<file path="src/rtl/lcd_ctrl4.sv">
// HD44780-style 4-bit write-only LCD controller: power-on init, byte-to-nibble
// strobing with programmable timing, cursor tracking with automatic row wrap.
module lcd_ctrl4 #(
  parameter int COLS      = 16,
  parameter int ROWS      = 2,
  parameter int AUTO_WRAP = 1,
  parameter int SETUP_CYC = 8,
  parameter int E_CYC     = 32,
  parameter int HOLD_CYC  = 8,
  parameter int CMD_WAIT  = 5000,
  parameter int CLR_WAIT  = 205000,
  parameter int PWR_WAIT  = 2000000
) (
  input  logic       CLK,
  input  logic       RST,
  input  logic       in_valid,
  input  logic       in_rs,
  input  logic [7:0] in_data,
  output logic       in_ready,
  output logic       init_done,
  output logic [3:0] lcd_db,
  output logic       lcd_e,
  output logic       lcd_rs,
  output logic       lcd_rw
);

  function automatic int imax(input int a, input int b);
    return (a > b) ? a : b;
  endfunction

  localparam int MAXP  = imax(imax(imax(SETUP_CYC, E_CYC), imax(HOLD_CYC, CMD_WAIT)),
                              imax(CLR_WAIT, PWR_WAIT));
  localparam int CNT_W = $clog2(MAXP + 1);
  localparam int COL_W = $clog2(COLS);
  localparam int ROW_W = (ROWS > 1) ? $clog2(ROWS) : 1;

  localparam logic [CNT_W-1:0] SETUP_LAST = CNT_W'(SETUP_CYC - 1);
  localparam logic [CNT_W-1:0] E_LAST     = CNT_W'(E_CYC - 1);
  localparam logic [CNT_W-1:0] HOLD_LAST  = CNT_W'(HOLD_CYC - 1);
  localparam logic [CNT_W-1:0] CMD_LAST   = CNT_W'(CMD_WAIT - 1);
  localparam logic [CNT_W-1:0] CLR_LAST   = CNT_W'(CLR_WAIT - 1);
  localparam logic [CNT_W-1:0] PWR_LAST   = CNT_W'(PWR_WAIT - 1);
  localparam logic [COL_W-1:0] COL_LAST   = COL_W'(COLS - 1);
  localparam logic [ROW_W-1:0] ROW_LAST   = ROW_W'(ROWS - 1);
  localparam logic [7:0]       FUNC_SET   = (ROWS == 1) ? 8'h20 : 8'h28;

  typedef enum logic [2:0] {PWR, INIT, IDLE, SETUP, EHI, HOLD, WAIT} state_t;

  state_t           r_state;
  logic [CNT_W-1:0] r_cnt;
  logic [CNT_W-1:0] r_wait_last;
  logic [3:0]       r_step;
  logic [3:0]       r_lo_nib;
  logic             r_lo_pend;
  logic [COL_W-1:0] r_col;
  logic [ROW_W-1:0] r_row;
  logic             r_wrap;
  logic             r_init_done;
  logic             r_e;
  logic             r_rs;
  logic [3:0]       r_db;

  logic       w_accept;
  logic       w_ld_vld;
  logic       w_ld_rs;
  logic       w_ld_two;
  logic [7:0] w_ld_dat;
  logic       w_ld_clr;
  logic       w_in_clr;

  function automatic logic [7:0] row_base(input logic [ROW_W-1:0] r);
    case (2'(r))
      2'd0:    return 8'h00;
      2'd1:    return 8'h40;
      2'd2:    return 8'h14;
      default: return 8'h54;
    endcase
  endfunction

  assign in_ready  = (r_state == IDLE) && r_init_done && !r_wrap;
  assign init_done = r_init_done;
  assign lcd_db    = r_db;
  assign lcd_e     = r_e;
  assign lcd_rs    = r_rs;
  assign lcd_rw    = 1'b0;

  assign w_accept = in_valid && in_ready;
  assign w_in_clr = !in_rs && (in_data == 8'h01 || in_data == 8'h02);

  // Single source for every transfer: init items, inserted wrap command, or host byte.
  // Init steps 0..3 are lone high nibbles, 4..7 full bytes.
  always_comb begin
    w_ld_vld = 1'b0;
    w_ld_rs  = 1'b0;
    w_ld_two = 1'b0;
    w_ld_dat = 8'h00;
    if (r_state == INIT && !r_step[3]) begin
      w_ld_vld = 1'b1;
      w_ld_two = r_step[2];
      case (r_step[2:0])
        3'd0, 3'd1, 3'd2: w_ld_dat = 8'h30;
        3'd3:             w_ld_dat = 8'h20;
        3'd4:             w_ld_dat = FUNC_SET;
        3'd5:             w_ld_dat = 8'h0C;
        3'd6:             w_ld_dat = 8'h06;
        default:          w_ld_dat = 8'h01;
      endcase
    end else if (r_state == IDLE && r_wrap) begin
      w_ld_vld = 1'b1;
      w_ld_two = 1'b1;
      w_ld_dat = 8'h80 | row_base(r_row);
    end else if (w_accept) begin
      w_ld_vld = 1'b1;
      w_ld_two = 1'b1;
      w_ld_rs  = in_rs;
      w_ld_dat = in_data;
    end
  end

  assign w_ld_clr = !w_ld_rs && w_ld_two && (w_ld_dat == 8'h01 || w_ld_dat == 8'h02);

  always_ff @(posedge CLK) begin
    if (RST) begin
      r_state     <= PWR;
      r_cnt       <= '0;
      r_wait_last <= '0;
      r_step      <= '0;
      r_lo_nib    <= '0;
      r_lo_pend   <= 1'b0;
      r_col       <= '0;
      r_row       <= '0;
      r_wrap      <= 1'b0;
      r_init_done <= 1'b0;
      r_e         <= 1'b0;
      r_rs        <= 1'b0;
      r_db        <= '0;
    end else begin
      case (r_state)
        PWR: begin
          if (r_cnt == PWR_LAST) begin
            r_cnt   <= '0;
            r_state <= INIT;
          end else begin
            r_cnt <= r_cnt + 1'b1;
          end
        end
        INIT: begin
          if (r_step[3]) begin
            r_init_done <= 1'b1;
            r_state     <= IDLE;
          end else begin
            r_step <= r_step + 4'd1;
          end
        end
        IDLE: begin
          if (r_wrap) begin
            r_wrap <= 1'b0;
          end else if (w_accept) begin
            if (w_in_clr) begin
              r_col <= '0;
              r_row <= '0;
            end else if (in_rs) begin
              if (r_col == COL_LAST) begin
                r_col  <= '0;
                r_row  <= (r_row == ROW_LAST) ? '0 : r_row + 1'b1;
                r_wrap <= (AUTO_WRAP != 0);
              end else begin
                r_col <= r_col + 1'b1;
              end
            end
          end
        end
        SETUP: begin
          if (r_cnt == SETUP_LAST) begin
            r_cnt   <= '0;
            r_e     <= 1'b1;
            r_state <= EHI;
          end else begin
            r_cnt <= r_cnt + 1'b1;
          end
        end
        EHI: begin
          if (r_cnt == E_LAST) begin
            r_cnt   <= '0;
            r_e     <= 1'b0;
            r_state <= HOLD;
          end else begin
            r_cnt <= r_cnt + 1'b1;
          end
        end
        HOLD: begin
          if (r_cnt == HOLD_LAST) begin
            r_cnt <= '0;
            if (r_lo_pend) begin
              r_db      <= r_lo_nib;
              r_lo_pend <= 1'b0;
              r_state   <= SETUP;
            end else begin
              r_state <= WAIT;
            end
          end else begin
            r_cnt <= r_cnt + 1'b1;
          end
        end
        WAIT: begin
          if (r_cnt == r_wait_last) begin
            r_cnt   <= '0;
            r_state <= r_init_done ? IDLE : INIT;
          end else begin
            r_cnt <= r_cnt + 1'b1;
          end
        end
        default: r_state <= PWR;
      endcase

      if (w_ld_vld) begin
        r_rs        <= w_ld_rs;
        r_db        <= w_ld_dat[7:4];
        r_lo_nib    <= w_ld_dat[3:0];
        r_lo_pend   <= w_ld_two;
        r_wait_last <= w_ld_clr ? CLR_LAST : CMD_LAST;
        r_cnt       <= '0;
        r_state     <= SETUP;
      end
    end
  end

endmodule

</file>
<file path="config.mk">
export PLATFORM = sky130hd
export DESIGN_NAME = lcd_ctrl4
export DESIGN_NICKNAME = d
export VERILOG_FILES = /design/src/rtl/lcd_ctrl4.sv
export SDC_FILE = /design/constraint.sdc
export NUM_CORES = 1
export LEC_CHECK = 0
export CORE_MARGIN = 4
export CORE_UTILIZATION = 50
export DETAILED_ROUTE_END_ITERATION = 16
export PLACE_DENSITY = 0.75
export SYNTH_ARGS = -nofsm -noshare
export SYNTH_HDL_FRONTEND = slang
export SYNTH_SLANG_ARGS = --single-unit
</file>
<file path="constraint.sdc">
create_clock -name CLK -period 4.25 [get_ports CLK]
set_input_delay 0.85 -clock CLK [delete_from_list [all_inputs] [get_ports CLK]]
set_output_delay 0.85 -clock CLK [all_outputs]
set_load 0.02 [all_outputs]
</file>
==> summary.txt <==
Placed design
  • DP HPWL: roughly 4.6 mm
  • Final Wtd Congestion: 0.909
  • I/O Buffers: 19
  • Inst Count DP: approximately 420

Critical path
  • Required @ worst endpoint: roughly 3.4 ns
  • Reg2Reg Setup Slack: 1.40 ns
  • Crit-path max FO: 20
  • CP endpoint kind: output pin
  • Crit Path Category: reg2out
  • Startpoint types: register
  • Critical path arrival: about 2.1 ns

Hold path
  • Worst hold path class: reg2reg

Logic synthesis
  • Synth Register Bits: 49
  • Post-synth ARST share: 0%
  • Syn Inst Count: around 350
  • Mapped Nets: between 300 and 400
  • Synth cell types: just under 60
  • Top_reg_cell synth: dfxtp_1
  • Yosys warnings: 0
  • Syn Std Cell Area: approximately 2800 sq um
  • Number of flops mapped to enable cells by yosys: 0
  • Seq/Total Area, Yosys: between 30% and 40%
  • Mean post-synth cell area: ~8.0 sq um

CTS
  • CTS max path bufs: 2
  • CTS H-Tree Depth: 2
  • Sink Count: 49
  • CTS tree: done
  • Hold Buf Count CTS: 0
  • Clock transition at path regs: roughly 0.090 ns
  • Clk Latency, worst-skew pair: ~0.30 ns
  • CTS buffer count: 5
  • Root Buffer: clkbuf_8
  • Postcts setup bufs: 0
  • # resized after CTS: 0

Layout
  • Area Growth Syn to Fin: 11.2%
  • Antenna Cells: 0
  • Most frequent cells in the layout: 52 x nor2_1, 49 x dfxtp_1, 35 x nand2_1, 20 x a21oi_1, 19 x clkdlybuf4s50_1
  • Number of fill cells in the layout: 488
  • Non-Filler Instances: 428
  • Commonest non-fill, non-tap cell in the layout: nor2_1
  • Layout Utilization: between 50% and 60%
  • Nets: 376
  • Ratio of cells with drive above 1 in the final layout: 6.70%

Floorplan
  • Die Y: ~80 um
  • Initial Util: 52.8%
  • IO Count: 21
  • Cell Rows: 26
  • Die area: ~6800 sq um
  • Die W: roughly 82 um
  • Core area: roughly 5200 sq um

Pwr
  • Net switching power: approximately 510 uW
  • Power share of the combinational group: approximately 37%
  • Clock share of power: between 20% and 30%
  • Power Internal: roughly 840 uW
  • PwrDens: between 400 and 500 nW/um^2
  • LEAKAGE: roughly 1.0 nW
  • Reg power frac: a little over two fifths
  • Switching share of power: a little under two fifths
  • Peak supply drop: approximately 250 uV

STA
  • Achievable Freq: roughly 340 MHz
  • Fin. Hold Viols: 0
  • Crit share post-route: between 60% and 70%
  • RSZ-0062 raised after global routing: no
  • Final Slew Violations: 0
  • Skew final: slightly below 0.009 ns
  • Slew @ Worst Pin: between 0.8 and 0.9 ns
  • TNS Setup: 0 ns
  • Min Tclk post-route: ~2.9 ns
  • # setup viols final: 0
  • Worst slew margin: 40.0%

GRT
  • Vias in the first global route: 2,270
  • Initial antenna violation count: 0
  • Largest net degree at the start of global routing: 29
  • Total congestion overflow: 0
  • Global Route Usage Sum: around 21%
  • First-pass GRT wire length: roughly 11 mm

Route
  • Final wirelength: between 6 and 7 mm
  • Drt drc: 0
  • Vias per cell: 5.99
  • Wire per inst: ~15 um
  • Iteration-0 DRC Markers: between 200 and 250
  • DRT Pass-1 Iters: 4
  • ANT nets after route: 0
  • Routed vias: 2,563

Job
  • MaxCap Viol Count: 0

Status
  • Outcome: finished clean
==> final cells by class <==
class	instances	area, sq um	share of cell area (%)
clock buffer	6	82.6	2.70
tap	70	87.6	2.86
timing repair buffer	21	205	6.71
multi-input combinational	273	1660	54.4
inverter	8	30.0	0.982
sequential	49	981	32.1
clock inverter	1	7.51	0.245
==> worst max-delay path: stages, from the launching register on <==
cell and delay (ns):
dfxtp_1 0.32, buf_4 0.24, nor3b_1 0.42, and3b_1 0.22, clkdlybuf4s50_1 0.60
==> synth_stat cells, drive strengths merged (4+ instances only) <==
cell	instances	area (sq um)
a211oi	4	30.0
a21oi	20	100
a311oi	5	43.8
a31oi	9	71.3
and2	5	31.3
and3	8	50.1
buf	9	52.6
clkbuf	6	22.5
dfxtp	49	981
ha	6	75.1
inv	8	30.0
nand2	35	131
nand2b	4	27.5
nand3	16	85.1
nand4	10	62.6
nor2	52	195
nor3	14	81.3
nor3b	4	30.0
nor4	5	52.6
o21ai	19	95.1
xnor2	6	52.6
xor2	11	96.3
==> worst paths after layout <==
| kind | startpoint | to | cells past startpoint |
|---|---|---|---|
| min reg2reg | lcd_rs | lcd_rs | 2 |
| min | lcd_rs | lcd_rs | 2 |
| max | r_state[1] | in_ready | 4 |
| max reg2reg | r_state[2] | r_cnt[17] | 7 |
==> cell families after synthesis <==
family,share of synthesized area [%]
AOI/OAI and AO/OA,19.6
xor gates and xnor gates,5.41
adders and majority gates,2.73
buffers and inverters,3.82
DFF,35.7
other,0.136
and+or+nand+nor,32.7
==> metal layers <==
layer	global-route usage [%]	vias up	share of wire (%)
met3	3.69	13	5.2
met4	5.48	0	1.5
li1	-	1266	-
met5	0	-	0
met2	29.4	83	43
met1	31.6	1201	50
==> through the flow <==
stage,area [sq um],power [mW],setup WS (ns),hold slack [ns]
final,3060,1.35,1.30,0.472
after global placement,2970,1.06,1.08,0.462
after CTS,3060,1.35,1.29,0.472
after global routing,3060,1.44,1.12,0.493
after floorplan,2750,0.940,2.12,0.438
after detailed placement,2970,1.07,1.00,0.459
==> registers in the layout (all words and copies together), names as in the netlist <==
| register | cells |
|---|---|
| lcd_e | 1 |
| r_col | 4 |
| lcd_db | 4 |
| lcd_rs | 1 |
| r_cnt | 21 |
| init_done | 1 |
| r_row | 1 |
| r_wrap | 1 |
| r_step | 4 |
| r_lo_pend | 1 |
| r_state | 3 |
| r_wait_last | 3 |
| r_lo_nib | 4 |
==> power groups by stage <==
stage / Clock, mW / Sequential (mW) / Combinational [mW]
after detailed placement: 0 / 0.575 / 0.495
after global routing: 0.307 / 0.576 / 0.552
after global placement: 0 / 0.574 / 0.491
final: 0.285 / 0.565 / 0.502
after CTS: 0.287 / 0.564 / 0.498
after floorplan: 0 / 0.575 / 0.364
(Power assumes the default switching activity.)
